**src/rtl/config_pkg.sv**
```systemverilog
// Build-time configuration shared by the fetch front end.
package config_pkg;
  localparam logic [31:0] CFG_BOOT_ADDR = 32'h0000_0100;
endpackage

```
**src/rtl/data_bus_pkg.sv**
```systemverilog
// Types carried between the instruction bus, the fetch buffer and decode.
package data_bus_pkg;
  typedef struct packed {
    logic [31:0] pc;
    logic [31:0] instr;
    logic        err;
  } fetch_entry_t;

  function automatic logic [31:0] word_align(input logic [31:0] a);
    return a & 32'hFFFF_FFFC;
  endfunction
endpackage

```
**src/rtl/ifetch_fifo.sv**
```systemverilog
// Synchronous FIFO of fetch entries; head is zero while empty so decode sees clean idle outputs.
module ifetch_fifo
  import data_bus_pkg::*;
#(
  parameter  int DEPTH = 4,
  localparam int CW    = $clog2(DEPTH) + 1
) (
  input  logic         clk,
  input  logic         rst,
  input  logic         push,
  input  fetch_entry_t push_data,
  input  logic         pop,
  input  logic         clear,
  output fetch_entry_t head,
  output logic [CW-1:0] count,
  output logic         full,
  output logic         empty
);
  localparam int AW = $clog2(DEPTH);

  fetch_entry_t  mem_q [DEPTH];
  logic [AW-1:0] wr_ptr_q, wr_ptr_d, rd_ptr_q, rd_ptr_d;
  logic [CW-1:0] count_q, count_d;
  logic          push_ok, pop_ok;

  assign empty   = (count_q == '0);
  assign full    = (count_q == CW'(DEPTH));
  assign pop_ok  = pop & ~empty;
  assign push_ok = push & (~full | pop_ok);

  always_comb begin
    wr_ptr_d = wr_ptr_q + AW'(push_ok);
    rd_ptr_d = rd_ptr_q + AW'(pop_ok);
    count_d  = count_q + CW'(push_ok) - CW'(pop_ok);
    if (clear) begin
      wr_ptr_d = '0;
      rd_ptr_d = '0;
      count_d  = '0;
    end
  end

  always_ff @(posedge clk or posedge rst) begin
    if (rst) begin
      wr_ptr_q <= '0;
      rd_ptr_q <= '0;
      count_q  <= '0;
      for (int i = 0; i < DEPTH; i++) mem_q[i] <= '0;
    end else begin
      wr_ptr_q <= wr_ptr_d;
      rd_ptr_q <= rd_ptr_d;
      count_q  <= count_d;
      if (push_ok && !clear) mem_q[wr_ptr_q] <= push_data;
    end
  end

  assign head  = empty ? '0 : mem_q[rd_ptr_q];
  assign count = count_q;
endmodule

```
**src/rtl/ifetch_prefetch.sv**
```systemverilog
// Sequential instruction prefetcher: issues word fetches against a credit of DEPTH,
// buffers responses and discards responses that belong to a flushed stream.
module ifetch_prefetch
  import config_pkg::*;
  import data_bus_pkg::*;
#(
  parameter logic [31:0] BOOT_ADDR = CFG_BOOT_ADDR,
  parameter int          DEPTH     = 4
) (
  input  logic        clk,
  input  logic        rst,
  output logic        ibus_req,
  output logic [31:0] ibus_addr,
  input  logic        ibus_gnt,
  input  logic        ibus_rvalid,
  input  logic [31:0] ibus_rdata,
  input  logic        ibus_err,
  input  logic        flush,
  input  logic [31:0] flush_pc,
  output logic        instr_valid,
  input  logic        instr_ready,
  output logic [31:0] instr_data,
  output logic [31:0] instr_pc,
  output logic        instr_err
);
  localparam int            CW      = $clog2(DEPTH) + 1;
  localparam logic [CW-1:0] DEPTH_C = CW'(DEPTH);
  localparam logic [31:0]   BOOT_PC = BOOT_ADDR & 32'hFFFF_FFFC;

  logic          req_q, req_d, halted_q, halted_d, stale_q, stale_d;
  logic [31:0]   addr_q, addr_d, fetch_pc_q, fetch_pc_d, resp_pc_q, resp_pc_d;
  logic [CW-1:0] inflight_q, inflight_d, discard_q, discard_d, count_d;
  logic [CW:0]   occ;
  logic          grant, hold, push, pop;
  logic          fifo_full, fifo_empty;
  logic [CW-1:0] fifo_count;
  fetch_entry_t  fifo_head;

  assign grant = req_q & ibus_gnt;
  assign hold  = req_q & ~ibus_gnt;
  assign push  = ibus_rvalid & ~flush & (discard_q == '0);
  assign pop   = ~fifo_empty & instr_ready & ~flush;

  always_comb begin
    halted_d   = halted_q;
    stale_d    = stale_q;
    fetch_pc_d = fetch_pc_q;
    resp_pc_d  = resp_pc_q;
    discard_d  = discard_q;
    inflight_d = inflight_q + CW'(grant) - CW'(ibus_rvalid);
    count_d    = flush ? '0 : fifo_count + CW'(push) - CW'(pop);
    if (flush) begin
      // Everything granted so far belongs to the old stream, including this cycle's grant.
      discard_d  = inflight_d;
      fetch_pc_d = word_align(flush_pc);
      resp_pc_d  = word_align(flush_pc);
      halted_d   = 1'b0;
      stale_d    = hold;
    end else begin
      if (grant && stale_q) begin
        discard_d = discard_d + CW'(1);
        stale_d   = 1'b0;
      end else if (grant) begin
        fetch_pc_d = fetch_pc_q + 32'd4;
      end
      if (ibus_rvalid && discard_q != '0) discard_d = discard_d - CW'(1);
      if (push) begin
        resp_pc_d = resp_pc_q + 32'd4;
        if (ibus_err) halted_d = 1'b1;
      end
    end
    // Credit covers outstanding grants plus buffered entries, so every push has a slot.
    occ    = {1'b0, inflight_d} + {1'b0, count_d};
    req_d  = hold | (~halted_d & (occ < {1'b0, DEPTH_C}));
    addr_d = hold ? addr_q : fetch_pc_d;
  end

  always_ff @(posedge clk or posedge rst) begin
    if (rst) begin
      req_q      <= 1'b0;
      addr_q     <= BOOT_PC;
      fetch_pc_q <= BOOT_PC;
      resp_pc_q  <= BOOT_PC;
      inflight_q <= '0;
      discard_q  <= '0;
      halted_q   <= 1'b0;
      stale_q    <= 1'b0;
    end else begin
      req_q      <= req_d;
      addr_q     <= addr_d;
      fetch_pc_q <= fetch_pc_d;
      resp_pc_q  <= resp_pc_d;
      inflight_q <= inflight_d;
      discard_q  <= discard_d;
      halted_q   <= halted_d;
      stale_q    <= stale_d;
    end
  end

  ifetch_fifo #(.DEPTH(DEPTH)) u_fifo (
    .clk       (clk),
    .rst       (rst),
    .push      (push),
    .push_data ('{pc: resp_pc_q, instr: ibus_rdata, err: ibus_err}),
    .pop       (pop),
    .clear     (flush),
    .head      (fifo_head),
    .count     (fifo_count),
    .full      (fifo_full),
    .empty     (fifo_empty)
  );

  assign ibus_req    = req_q;
  assign ibus_addr   = addr_q;
  assign instr_valid = ~fifo_empty;
  assign instr_data  = fifo_head.instr;
  assign instr_pc    = fifo_head.pc;
  assign instr_err   = fifo_head.err;

  a_counters: assert property (@(posedge clk) disable iff (rst)
    (inflight_q <= DEPTH_C) && (discard_q <= DEPTH_C));
  a_no_overflow: assert property (@(posedge clk) disable iff (rst)
    !(push && fifo_full && !pop));
endmodule

```
**config.mk**
```make
export PLATFORM = sky130hd
export DESIGN_NAME = ifetch_prefetch
export DESIGN_NICKNAME = d
export VERILOG_FILES = /design/src/rtl/config_pkg.sv /design/src/rtl/data_bus_pkg.sv /design/src/rtl/ifetch_fifo.sv /design/src/rtl/ifetch_prefetch.sv
export SDC_FILE = /design/constraint.sdc
export NUM_CORES = 1
export LEC_CHECK = 0
export ABC_AREA = 1
export CORE_AREA = 2 2 191 193
export DETAILED_ROUTE_END_ITERATION = 10
export DIE_AREA = 0 0 193 195
export PLACE_DENSITY = 0.73
export SYNTH_ARGS = -nofsm -noshare
export SYNTH_HDL_FRONTEND = slang
export SYNTH_SLANG_ARGS = --single-unit
```
**constraint.sdc**
```tcl
create_clock -name clk -period 12.28 [get_ports clk]
set_input_delay 3.07 -clock clk [delete_from_list [all_inputs] [get_ports clk]]
set_output_delay 3.07 -clock clk [all_outputs]
set_load 0.05 [all_outputs]
```
==> out/summary.txt <==
die height: 195 um
Clk pin slew, worst setup/hold paths: 0.06 ns
Pwr Total: 4.20 mW
Crit. End Element: output pin
Initial Util: 49.5%
top-area cell type share of the netlist area: 51.2%
Post-Route Skew: 0.0166 ns
Clk network pwr share: 27.3%
NetSw: 1.65 mW
GRT overflow: 0
final slew viol count: 0
Final Util: 58.2%
RSZ-0062 raised after global routing: false
Final setup viols: 0
routed via count: 15,000
vias per cell: 5.37
initial antenna violation count: 0
final setup TNS: 0 ns
ant diodes: 0
most common cell after layout, fill and taps aside: nand2_1
Layout area overhead: 17.4%
Sink Count: 362
Hold Startpoint: resp_pc_q[31]
R2R setup slack: 8.19 ns
Final period util: 59.7%
core box area: 35,400 um2
Total GRT Usage: 24.3%
std cell rows: 69
vias in the first global route: 14,500
share of cells above drive strength 1: 4.29%
Iter 0 DRT Violations: 1,253
min Tclk post-route: 7.33 ns
#FFs+latches synth: 362
CTS tree: done
Mapped Avg Cell Area: 7.95 um2
crit path kind: reg -> out
Worst EP required: 9.21 ns
drt total wl: 45,400 um
port bufs: 165
Chip Width: 193 um
Leak Pwr: 9.48 nW
worst r2r src: u_fifo.count[1]
global-route wire length before repair: 73,700 um
hold depth: 2
hold_buf cts: 0
RR Endpoint: ibus_req
Hold Slack: 0.474 ns
Hold Vio Cnt, Final: 0
Cells after Synth: 2,206
Yosys warning total: 0
# Post-CTS Setup Buffers: 0
max frequency: 0.136 GHz
critical path arrival: 4.26 ns
cells on worst reg2reg path: 14
Flop pwr share: 37.1%
Post-Syn Area: 17,500 um2
clk_lat worst skew: 0.53 ns
headroom to the max-slew limit: 23.2%
Worst Setup SP: u_fifo.rd_ptr_q[0]
Crit Path Max Fanout: 87
DR pass1 iterations: 6
wire length per cell: 16.2 um
sw frac: 39.3%
Worst Tran Pin Value: 1.15 ns
hold path endpoint: u_fifo.mem_q[64]
Placed Cells: 2,726
status: finished clean
Top Ports: 170
synth unique cells: 49
pin count of the biggest net entering global routing: 188
drt drc: 0
H-tree levels: 2
Max-cap violations: 0
clk buf depth: 3
maximum vdd drop: 177 uV
CTS Buf Count: 39
gpl congestion: 0.917
most frequent cells in the layout: nand2_1, dfrtp_1, o21ai_0, inv_1, nor2_1
top post-synthesis cells by area: dfrtp_1, nand2_1, o21ai_0
sequential area share after synthesis: 51.7%
worst min path class: reg -> reg
DP HPWL: 28,200 um
post-detailed-route count of antenna-violating nets: 0
# resized after CTS: 0
combinational share of power: 35.7%
Critical Path Source Type: flip-flop
pwr/cell area: 204 nW/um2
final cell count without fillers: 2,794
Synth area leader: dfrtp_1
clock root buffer: clkbuf_16
nets: 2,395
internal cell power: 2.55 mW
DIE AREA: 37,600 um2
worst max-delay path, stage by stage, from the launching register on:
cell             delay (ns)
dfrtp_4                0.71
buf_4                  0.64
buf_4                  0.85
nor2_1                 0.13
nor2_1                 0.13
o21ai_0                0.09
a21oi_1                0.20
clkdlybuf4s50_1        0.87
stage by stage:
step | cell area, um2 | setup WS (ns)
final | 20600 | 4.95
after global routing | 20600 | 4.74
after CTS | 20600 | 4.95
after detailed placement | 19300 | 5.55
after global placement | 19300 | 5.58
after floorplan | 17500 | 4.36
area by class of cell:
cell class / instances / area (um2)
multi-input combinational: 1494 / 7050
fill: 3120 / 14800
inverter: 229 / 867
clock inverter: 7 / 71.3
timing repair buffer: 180 / 1780
sequential: 362 / 9070
tap: 461 / 577
clock buffer: 61 / 1170
power by group through the flow:
stage,Sequential [mW],Combinational (mW),Clock (mW)
6_report,1.56,1.50,1.14
5_1_grt,1.58,1.64,1.22
4_1_cts,1.55,1.50,1.17
3_5_place_dp,1.57,1.49,0
3_3_place_gp,1.56,1.47,0
2_1_floorplan,1.64,0.943,0
cell usage after synthesis, drive strengths merged:
cell / count
o21bai: 4
a21o: 1
clkinv: 1
clkbuf: 75
o211ai: 70
a31oi: 9
nor3: 14
o311ai: 2
nor2: 219
a21oi: 82
and3: 1
fa: 3
buf: 47
xnor2: 2
o31ai: 1
nand2: 595
dfrtp: 359
o22a: 1
ha: 15
and2: 1
dfstp: 3
nand4: 17
xor2: 12
inv: 228
o22ai: 2
or3: 1
nor4: 1
or2: 2
o221ai: 5
a22oi: 3
nand3: 64
nand3b: 2
conb: 1
o21ai: 363
per-layer routing:
| metal | wire length (um) | vias to the layer above | GRT usage (%) |
|---|---|---|---|
| li1 | - | 7330 | - |
| met1 | 21100 | 7108 | 34.8 |
| met2 | 20500 | 472 | 39.0 |
| met3 | 2780 | 82 | 3.32 |
| met4 | 1000 | 0 | 6.34 |
| met5 | 0 | - | 0 |
how the worst max path moves through the flow:
stage,to,slack [ns]
after floorplan,discard_q[0],4.36
after global placement,instr_pc[3],5.58
after detailed placement,instr_pc[3],5.55
after CTS,instr_pc[2],4.95
after global routing,instr_data[21],4.74
final,instr_pc[2],4.95
cell families after synthesis:
family | count (synthesis) | share of synthesized area [%]
fa+ha+maj | 18 | 1.41
compound gates | 543 | 16.9
buf+inv | 351 | 8.21
other cells | 1 | 0.0214
simple gates | 917 | 21.1
xor+xnor | 14 | 0.699
flops | 362 | 51.7
state kept, by name, indices dropped and copies added, names as in the netlist, 3 cells and up:
register and flops:
ibus_addr 32, resp_pc_q 30, u_fifo.count 3, inflight_q 3
u_fifo.mem_q 252, fetch_pc_q 32, discard_q 3
No activity file was read; power rests on OpenSTA's default activity.
